**src/rtl/fifo_ctrl_if.sv**
```systemverilog
`default_nettype none
// ============================================================================
//  Module      : fifo_ctrl_if
//  Description : User request / RAM strobe / status bundle of the FIFO
//                control stage. The slave modport is the controller's view,
//                the master modport is the user-side view.
//  Revision    : 1.0  initial release
// ============================================================================
interface fifo_ctrl_if #(
   parameter int ADDR_WIDTH = 5
);
   logic                  WRITE;
   logic                  READ;
   logic                  RAM_WE;
   logic                  RAM_RE;
   logic [ADDR_WIDTH-1:0] RAM_WADDR;
   logic [ADDR_WIDTH-1:0] RAM_RADDR;
   logic                  FULL;
   logic                  EMPTY;
   logic [ADDR_WIDTH:0]   USE_DW;
   logic                  OVERFLOW;
   logic                  UNDERFLOW;

   modport slave (
      input  WRITE, READ,
      output RAM_WE, RAM_RE, RAM_WADDR, RAM_RADDR,
      output FULL, EMPTY, USE_DW, OVERFLOW, UNDERFLOW
   );

   modport master (
      output WRITE, READ,
      input  RAM_WE, RAM_RE, RAM_WADDR, RAM_RADDR,
      input  FULL, EMPTY, USE_DW, OVERFLOW, UNDERFLOW
   );
endinterface
`default_nettype wire

```
**src/rtl/fifo_ctrl.sv**
```systemverilog
`default_nettype none
// ============================================================================
//  Module      : fifo_ctrl
//  Description : Synchronous FIFO control stage. Owns the write/read pointers
//                and the occupancy counter, accepts user requests against the
//                current FULL/EMPTY state and drives the dual-port RAM strobes
//                and addresses plus status and overflow/underflow pulses.
//  Revision    : 1.0  initial release
// ============================================================================
module fifo_ctrl #(
   parameter int ADDR_WIDTH = 5
) (
   input  logic       CLK,
   input  logic       RST_N,
   input  logic       CLEAR_N,
   fifo_ctrl_if.slave bus
);

   localparam int DEPTH = 2 ** ADDR_WIDTH;
   localparam logic [ADDR_WIDTH:0] CNT_LAST = (ADDR_WIDTH + 1)'(DEPTH - 1);
   localparam logic [ADDR_WIDTH:0] CNT_ONE  = (ADDR_WIDTH + 1)'(1);

   typedef enum logic [1:0] {
      S_EMPTY = 2'd0,
      S_MID   = 2'd1,
      S_FULL  = 2'd2
   } state_t;

   state_t                state;
   state_t                state_nxt;
   logic [ADDR_WIDTH-1:0] wr_ptr;
   logic [ADDR_WIDTH-1:0] rd_ptr;
   logic [ADDR_WIDTH:0]   use_cnt;
   logic                  ovf;
   logic                  udf;

   logic wr_ok;
   logic rd_ok;
   logic cnt_en;
   logic cnt_up;

   // Accept decisions come from the registered state only. RST_N gates them
   // so the RAM never sees a strobe while the controller is held in reset.
   assign wr_ok  = RST_N & bus.WRITE & (state != S_FULL);
   assign rd_ok  = RST_N & bus.READ  & (state != S_EMPTY);

   // Occupancy counter controls: a simultaneous read and write cancel out.
   assign cnt_en = wr_ok ^ rd_ok;
   assign cnt_up = wr_ok;

   // State register.
   always_ff @(posedge CLK or negedge RST_N) begin
      if (!RST_N) begin
         state <= S_EMPTY;
      end else begin
         state <= state_nxt;
      end
   end

   // Next-state logic; the occupancy count decides the MID->FULL/EMPTY edges.
   always_comb begin
      state_nxt = state;
      if (!CLEAR_N) begin
         state_nxt = S_EMPTY;
      end else begin
         case (state)
            S_EMPTY: begin
               if (wr_ok) state_nxt = (DEPTH == 1) ? S_FULL : S_MID;
            end
            S_MID: begin
               if (wr_ok && !rd_ok && (use_cnt == CNT_LAST))
                  state_nxt = S_FULL;
               else if (rd_ok && !wr_ok && (use_cnt == CNT_ONE))
                  state_nxt = S_EMPTY;
            end
            S_FULL: begin
               if (rd_ok) state_nxt = (DEPTH == 1) ? S_EMPTY : S_MID;
            end
            default: state_nxt = S_EMPTY;
         endcase
      end
   end

   // Pointers, occupancy and the one-cycle rejected-request pulses.
   always_ff @(posedge CLK or negedge RST_N) begin
      if (!RST_N) begin
         wr_ptr  <= '0;
         rd_ptr  <= '0;
         use_cnt <= '0;
         ovf     <= 1'b0;
         udf     <= 1'b0;
      end else if (!CLEAR_N) begin
         wr_ptr  <= '0;
         rd_ptr  <= '0;
         use_cnt <= '0;
         ovf     <= 1'b0;
         udf     <= 1'b0;
      end else begin
         if (wr_ok) wr_ptr <= wr_ptr + 1'b1;
         if (rd_ok) rd_ptr <= rd_ptr + 1'b1;
         if (cnt_en) begin
            use_cnt <= cnt_up ? (use_cnt + 1'b1) : (use_cnt - 1'b1);
         end
         ovf <= bus.WRITE & (state == S_FULL);
         udf <= bus.READ  & (state == S_EMPTY);
      end
   end

   assign bus.RAM_WE    = wr_ok;
   assign bus.RAM_RE    = rd_ok;
   assign bus.RAM_WADDR = wr_ptr;
   assign bus.RAM_RADDR = rd_ptr;
   assign bus.FULL      = (state == S_FULL);
   assign bus.EMPTY     = (state == S_EMPTY);
   assign bus.USE_DW    = use_cnt;
   assign bus.OVERFLOW  = ovf;
   assign bus.UNDERFLOW = udf;

endmodule
`default_nettype wire

```
**src/flat_wrapper.sv**
```systemverilog
// flat-port wrapper written by rule: the top's interface ports become plain ports
module fifo_ctrl_flat 
#(
   parameter int ADDR_WIDTH = 5
)
  (CLK, RST_N, CLEAR_N, bus_WRITE, bus_READ, bus_RAM_WE, bus_RAM_RE, bus_RAM_WADDR, bus_RAM_RADDR, bus_FULL, bus_EMPTY, bus_USE_DW, bus_OVERFLOW, bus_UNDERFLOW);
  fifo_ctrl_if #(.ADDR_WIDTH(ADDR_WIDTH)) bus_i ();
  input  logic CLK;
  input  logic RST_N;
  input  logic CLEAR_N;
  input wire logic [$bits(bus_i.WRITE)-1:0] bus_WRITE;
  input wire logic [$bits(bus_i.READ)-1:0] bus_READ;
  output wire logic [$bits(bus_i.RAM_WE)-1:0] bus_RAM_WE;
  output wire logic [$bits(bus_i.RAM_RE)-1:0] bus_RAM_RE;
  output wire logic [$bits(bus_i.RAM_WADDR)-1:0] bus_RAM_WADDR;
  output wire logic [$bits(bus_i.RAM_RADDR)-1:0] bus_RAM_RADDR;
  output wire logic [$bits(bus_i.FULL)-1:0] bus_FULL;
  output wire logic [$bits(bus_i.EMPTY)-1:0] bus_EMPTY;
  output wire logic [$bits(bus_i.USE_DW)-1:0] bus_USE_DW;
  output wire logic [$bits(bus_i.OVERFLOW)-1:0] bus_OVERFLOW;
  output wire logic [$bits(bus_i.UNDERFLOW)-1:0] bus_UNDERFLOW;
  assign bus_i.WRITE = bus_WRITE;
  assign bus_i.READ = bus_READ;
  assign bus_RAM_WE = bus_i.RAM_WE;
  assign bus_RAM_RE = bus_i.RAM_RE;
  assign bus_RAM_WADDR = bus_i.RAM_WADDR;
  assign bus_RAM_RADDR = bus_i.RAM_RADDR;
  assign bus_FULL = bus_i.FULL;
  assign bus_EMPTY = bus_i.EMPTY;
  assign bus_USE_DW = bus_i.USE_DW;
  assign bus_OVERFLOW = bus_i.OVERFLOW;
  assign bus_UNDERFLOW = bus_i.UNDERFLOW;
  fifo_ctrl #(.ADDR_WIDTH(ADDR_WIDTH)) u_core (.CLK(CLK), .RST_N(RST_N), .CLEAR_N(CLEAR_N), .bus(bus_i));
endmodule
```
**config.mk**
```make
export PLATFORM = sky130hd
export DESIGN_NAME = fifo_ctrl_flat
export DESIGN_NICKNAME = d
export VERILOG_FILES = /design/src/rtl/fifo_ctrl_if.sv /design/src/rtl/fifo_ctrl.sv /design/src/flat_wrapper.sv
export SDC_FILE = /design/constraint.sdc
export NUM_CORES = 1
export LEC_CHECK = 0
export CAP_MARGIN = 40
export CORE_UTILIZATION = 49
export DETAILED_ROUTE_END_ITERATION = 12
export HOLD_SLACK_MARGIN = 0.05
export PLACE_DENSITY = 0.76
export SLEW_MARGIN = 20
export SYNTH_ARGS = -nofsm -noshare
export SYNTH_HDL_FRONTEND = slang
export SYNTH_SLANG_ARGS = --single-unit
```
**constraint.sdc**
```tcl
create_clock -name CLK -period 2.5 [get_ports CLK]
set_clock_uncertainty 0.15 [all_clocks]
set_input_delay 0.75 -clock CLK [delete_from_list [all_inputs] [get_ports CLK]]
set_output_delay 0.75 -clock CLK [all_outputs]
set_load 0.01 [all_outputs]
```
### Word level (Yosys, flattened, before mapping)

Index checks and enable logic that the tools add are counted.

| cells by class | value |
|---|---|
| reduce and logical (&&, ||, !) cells | 9 |
| bitwise operators | 7 |
| $add $sub $neg | 4 |
| equal/unequal tests | 11 |
| muxes and demuxes | 15 |

Operator list:

| operator | count |
|---|---|
| $mux W5 | 4 |
| $mux W6 | 3 |
| $add A5 B1 Y5 const B | 2 |
| $mux W2 | 5 |
| $add A6 B1 Y6 const B | 1 |
| $and A1 B1 Y1 | 6 |
| $eq A6 B1 Y1 const B | 1 |
| $eq A6 B5 Y1 const B | 1 |
| $ne A2 B1 Y1 const B | 3 |
| $ne A3 B2 Y1 const B | 2 |
| $pmux W2 S3 | 1 |
| $sub A6 B1 Y6 const B | 1 |
| $logic_and A1 B1 Y1 | 4 |
| $ne A4 B2 Y1 const B | 1 |
| $reduce_and A3 Y1 | 1 |
| $eq A2 B1 Y1 const B | 1 |
| $eq A2 B2 Y1 const B | 1 |
| $logic_not A1 Y1 | 2 |
| $logic_not A2 Y1 | 1 |
| $mux W1 | 2 |
| $ne A2 B2 Y1 const B | 1 |
| $reduce_bool A2 Y1 | 1 |
| $xor A1 B1 Y1 | 1 |

| word-level totals | value |
|---|---|
| input bits | 5 |
| word-level logic and storage cells | 52 |
| output and inout port bits | 22 |
| register bits | 20 |

### Depth between registers and ports, before layout

| depth | value |
|---|---|
| depth after elaboration | 9 |
| depth in mapped cells | 8 |
| mapped depth without buffers | 8 |

### Worst setup path before layout

OpenSTA, ideal clock, no wires.

| timing | value |
|---|---|
| path type | input-to-reg |
| start point | input RST_N |
| end point | register u_core.use_cnt[4] (netlist: u_core.bus.USE_DW[4]) |
| data required time | 2.271 ns |
| arrival | 2.381 ns |
| cell stages on the path | 7 |
| library setup time | 0.079 ns |
| path buffers | 0 |
| setup slack | -0.111 ns |
| cells stage by stage | nand2_1 nor2_4 ha_1 nand2b_1 or4_4 o41ai_2 mux2i_1 |

| on the way | value |
|---|---|
| longest elaborated chain between the ends | 5 |
| elaborated cells on any way between the ends | 9 |
| those cells by class | eq/ne (1); mux (3); bitwise (5) |

RTL lines:

| item | line | source |
|---|---|---|
| start: declaration | flat_wrapper.sv:9 | `input logic RST_N;` |
| $and A1 B1 Y1 * (2 in series) | fifo_ctrl.sv:44 | `assign wr_ok = RST_N & bus.WRITE & (state != S_FULL);` |
| via bus_RAM_WE | flat_wrapper.sv:13 | `output wire logic [$bits(bus_i.RAM_WE)-1:0] bus_RAM_WE;` |
| $mux W6 | fifo_ctrl.sv:102 | `use_cnt <= cnt_up ? (use_cnt + 1'b1) : (use_cnt - 1'b1);` |
| $mux W6 | fifo_ctrl.sv:101 | `if (cnt_en) begin` |
| $mux W6 | fifo_ctrl.sv:92 | `end else if (!CLEAR_N) begin` |
| end signal: assignment | fifo_ctrl.sv:102 |  |
| end: declaration | fifo_ctrl.sv:33 | `logic [ADDR_WIDTH:0] use_cnt;` |

The timed path passes the listed nets; every way through them passes the cells marked *. The select of a mux whose other input is x is not followed.
A chain may end at the register's enable or synchronous reset.

### Worst setup path after layout

| timing | value |
|---|---|
| start point | input RST_N |
| end point | register u_core.use_cnt[4] (netlist: u_core.bus.USE_DW[4]) |

| on the way | value |
|---|---|
| longest elaborated chain between the ends | 5 |
| elaborated cells on any way between the ends | 9 |
| those cells by class | eq/ne (1); mux (3); bitwise (5) |

RTL lines:

| item | line |
|---|---|
| $and A1 B1 Y1 (2 in series) | fifo_ctrl.sv:44 |
| $mux W6 | fifo_ctrl.sv:102 |
| $mux W6 | fifo_ctrl.sv:101 |
| $mux W6 | fifo_ctrl.sv:92 |

Parallel ways exist; a longest one is shown, timed or not. The select of a mux whose other input is x is not followed.

==> flow_results.org <==
** Place
- Detailed placement ended at an HPWL of between 1.5 and 2 mm.
- Routability-driven placement finished with a final weighted congestion of 0.795.
- Total placed instance area :: between 1500 and 2000 um^2
- Buffers placed on the I/O ports in this run total 26.

** Critical path
- Walking the worst path, the cells encountered are clkdlybuf4s15_1 -> o211a_1 -> buf_6 -> inv_1 -> ha_4 -> nand2b_4 -> or4_4 -> o41ai_2 -> mux2i_1.
- Among all stages on the critical path, the largest delay is contributed by or4_4.
- The worst register-to-register path begins at u_core.state[1]$_DFFE_PN0P_.
- CP Max Fanout :: 4
- Worst path bufs/invs :: 3
- Arrival time at the worst endpoint :: 2.55 ns
- Reg-to-reg setup timing slack :: between 0.15 and 0.2 ns
- The critical path is of the input pin to register type.
- Critical Path RT :: 2.58 ns
- Critical Path Start Type :: input pin
- STA classifies the critical path endpoint as a register.
- Broken down by cell family, the worst path's largest delay share belongs to simple AND/OR/NAND/NOR gates.
- FF-to-FF path depth :: 8
- In this run the critical register-to-register path is captured at u_core.bus.USE_DW[4]$_DFFE_PN0P_.
- On the worst path, the slowest cell contributes a delay of 0.47 ns.

** Timing
- Headroom to the max-slew limit came out at 72.1%.
- Total setup violations reported at the end of the flow :: 0
- Fin Setup TNS :: 0 ns
- Slew at the pin closest to its max-slew limit :: 0.413 ns
- Static timing analysis puts the maximum clock frequency at slightly above 400 MHz.
- Total count of max-transition violations in the final report :: 0
- Fin crit share :: 98.8%
- The count of final hold-check violations was 0.
- Final critical-path required period :: 2.47 ns
- RSZ-0062 raised after global routing :: no

** Synth
- Of the total synthesized cell area, the portion taken by full adders, half adders and majority gates is 7.59%.
- Summing the sequential cell areas from Yosys gives 43.4% of the chip area.
- By area, the combinational part of the netlist is dominated by simple AND/OR/NAND/NOR gates.
- Synthesis-stage register bit count :: 20
- Summing the areas of all and, or, nand and nor instances in the mapped netlist gives between 20% and 30% of the synthesized area.
- After synthesis, the netlist uses 32 different library cells.
- Of the post-synthesis cell area, the part taken by muxes is roughly 6.1%.
- Counting every instance in the synthesized netlist gives around 120.
- Net count of the mapped netlist :: approximately 130
- Per-instance average area after synthesis :: slightly below 10 um^2
- Of the total synthesized cell area, the portion taken by XOR and XNOR cells is 7.59%.
- Post-Synthesis Cell Area :: 1150 um^2
- The Yosys step of the flow raised 0 warnings.
- The synthesized netlist devotes 6.62% of its cell area to compound gates.

** Run
- Across the run, the number of max-cap violations was 0.

** Die
- Starting density of the core :: 52.1%
- Die H :: 50.5 um
- Full die area :: between 2000 and 3000 um^2
- The floorplan has 17 rows.
- For this design the top-level I/O count stands at 27.
- Die outline width :: just over 50 um
- The core region is 2210 um^2.

** Power and ir drop
- Dividing total power by cell area gives a power density of approximately 490 nW/um^2.
- Maximum VDD drop :: 0.376 mV
- Power comes to 0.000786 W.
- Summed over all cells, the static leakage comes to 0.758 nW.

** Worst hold path
- Counting instances, the worst hold path has a depth of 1.
- The path with the worst hold slack has its endpoint at u_core.state[0]$_DFFE_PN0P_.
- In this run the worst hold path is classified as register to register.
- Worst hold start :: u_core.state[0]$_DFFE_PN0P_

** Clock network
- Clock-pin slew was measured on the worst setup and hold paths at 0.11 ns.
- TritonCTS built the clock tree.
- The tree is rooted in a clkbuf_4.
- Clock Sink Count :: 20
- Worst-Skew Late Latency :: 0.30 ns
- CTS HTree Levels :: 1
- Bufs on Longest Clock Path :: 2
- Hold-fix buffers, CTS :: 0
- Number of buffers created by CTS :: 3

** Outcome
- Result of the run :: completed

** Cells and area
- Number of filler instances in the final layout :: ~170
- In the final design database the tool counted 168 nets.
- Utilization after layout :: 72.7%
- Synthesis-to-layout area growth :: 39.5%
- Of the cells placed in the final design, the portion with a size suffix greater than 1 is 16.1%.
- Antenna cells :: 0
- After routing the design area is ~1600 um^2.

** Routing
- In the final routed layout, each cell accounts on average for 13.5 um.
- After detailed routing, the number of remaining DRC violations is 0.
- In this run the remaining antenna-violating nets after routing total 0.
- For this block, the initial DRC count from the detailed router was 18.
- The first TritonRoute pass finished after 4 iterations.
- Summing over every cut layer, the via total after detailed routing is 999.
- After detailed routing, the total wire length is 2.47 mm.
- Via-to-Cell Ratio :: 5.46

** Global route
- Met3 usage :: under 10%
- Fraction of met1 tracks used by global routing :: about 30%
- The initial antenna violation count was 0.
- Global routing consumed, on the met2 layer, approximately a third of the routing resources.
- The first global-routing pass estimated about 4 mm of wire.
- Overflow left after global routing :: 0
- Number of global-route vias before repair :: 898
- met2 is the most crowded layer.
- Entering global routing, the biggest net connects 23 pins.
- Global routing usage summed across all routing layers :: 21.8%
[cells in the mapped netlist, drive strengths merged]
| master | n | area, um^2 |
|---|---|---|
| xor2 | 6 | 52.6 |
| o211ai | 1 | 7.51 |
| buf | 1 | 5.00 |
| o21ai | 1 | 5.00 |
| nand4 | 6 | 37.5 |
| nor2b | 2 | 12.5 |
| o211a | 1 | 10.0 |
| nor3b | 1 | 7.51 |
| o41ai | 1 | 16.3 |
| nor4b | 1 | 8.76 |
| inv | 7 | 28.8 |
| o31ai | 2 | 15.0 |
| and2 | 3 | 18.8 |
| nor3 | 2 | 10.0 |
| a21oi | 3 | 15.0 |
| clkbuf | 2 | 7.51 |
| and3 | 2 | 12.5 |
| mux2i | 7 | 70.1 |
| nor4 | 1 | 6.26 |
| and4b | 1 | 10.0 |
| dfrtp | 20 | 500 |
| ha | 7 | 87.6 |
| nand2 | 9 | 33.8 |
| xnor2 | 4 | 35.0 |
| nor2 | 13 | 56.3 |
| nand3 | 4 | 20.0 |
| nand2b | 6 | 45.0 |
| o21a | 1 | 7.51 |
| or4 | 1 | 11.3 |
[logic make-up (layout without fill, tap and decap cells)]
kind of cell	Yosys count	in the layout
muxes	7	7
buffers and inverters	10	49
adders and majority gates	7	7
DFF	20	20
AOI/OAI and AO/OA	10	10
xor gates and xnor gates	10	10
and+or+nand+nor	52	52
[layout make-up]
class | count | area, um^2 | share of cell area (%)
clock buffer | 3 | 22.5 | 1.40
timing repair buffer | 38 | 358 | 22.2
tap | 28 | 35.0 | 2.18
multi-input combinational | 86 | 634 | 39.4
inverter | 7 | 28.8 | 1.79
clock inverter | 1 | 30.0 | 1.87
sequential | 20 | 500 | 31.1
[layer usage]
layer,up-vias,routed length [um]
met4,0,56
met2,35,1120
li1,476,-
met1,481,1170
met5,-,0
met3,7,130
[state kept, by name, indices dropped and copies added (netlist names)]
| signal | flops |
|---|---|
| u_core.bus.OVERFLOW | 1 |
| u_core.bus.RAM_WADDR | 5 |
| u_core.bus.RAM_RADDR | 5 |
| u_core.state | 2 |
| u_core.bus.USE_DW | 6 |
| u_core.bus.UNDERFLOW | 1 |
[power by group]
part / leakage (nW) / switching (W) / internal (W)
Sequential: 0.274 / 0.0000246 / 0.000339
Clock: 0.0279 / 0.000103 / 0.000162
Combinational: 0.456 / 0.0000728 / 0.0000852
[placed cells by master (no fill, tap or decap), types with 2 or more instances in the layout]
cell type and n:
clkdlybuf4s50_1 20, mux2i_1 7, dlygate4sd2_1 3, nor2_1 12, inv_1 6, xnor2_1 4, buf_6 2, ha_1 6
nand3_1 4, and2_1 3, nand2_1 8, nand2b_1 4, nand4_1 6, dfrtp_1 20, xor2_1 6, nor3_1 2
and3_1 2, clkbuf_4 3, o31ai_1 2, nor2b_1 2, a21oi_1 3, buf_4 10, nand2b_4 2
[how the worst max path moves through the flow]
stage                     depth (start not counted)  slack (ns)                                to                   startpoint
after floorplan                                   7       0.007  u_core.bus.USE_DW[4]$_DFFE_PN0P_                        RST_N
after global placement                            4       -0.53                        bus_RAM_WE                        RST_N
after detailed placement                          4       -0.54                        bus_RAM_WE                        RST_N
after CTS                                         3       0.004                          bus_FULL  u_core.state[0]$_DFFE_PN0P_
after global routing                              9        0.01  u_core.bus.USE_DW[4]$_DFFE_PN0P_                        RST_N
final                                             9        0.03  u_core.bus.USE_DW[4]$_DFFE_PN0P_                        RST_N
[per-stage QoR]
step	hold slack, ns	setup WS [ns]	cells
floorplan	0.304	0.00723	116
global placement	0.366	-0.531	177
detailed placement	0.377	-0.536	177
CTS	0.395	0.00448	183
global route	0.403	0.0134	183
finish	0.399	0.0298	183
[timing repair]
item / CTS / global route
pin swaps: 2 / 1
buffers inserted: 2 / 0
setup endpoints to repair: 5 / 3
resized for setup: 9 / 2
Power figures use the tool's default switching activity.
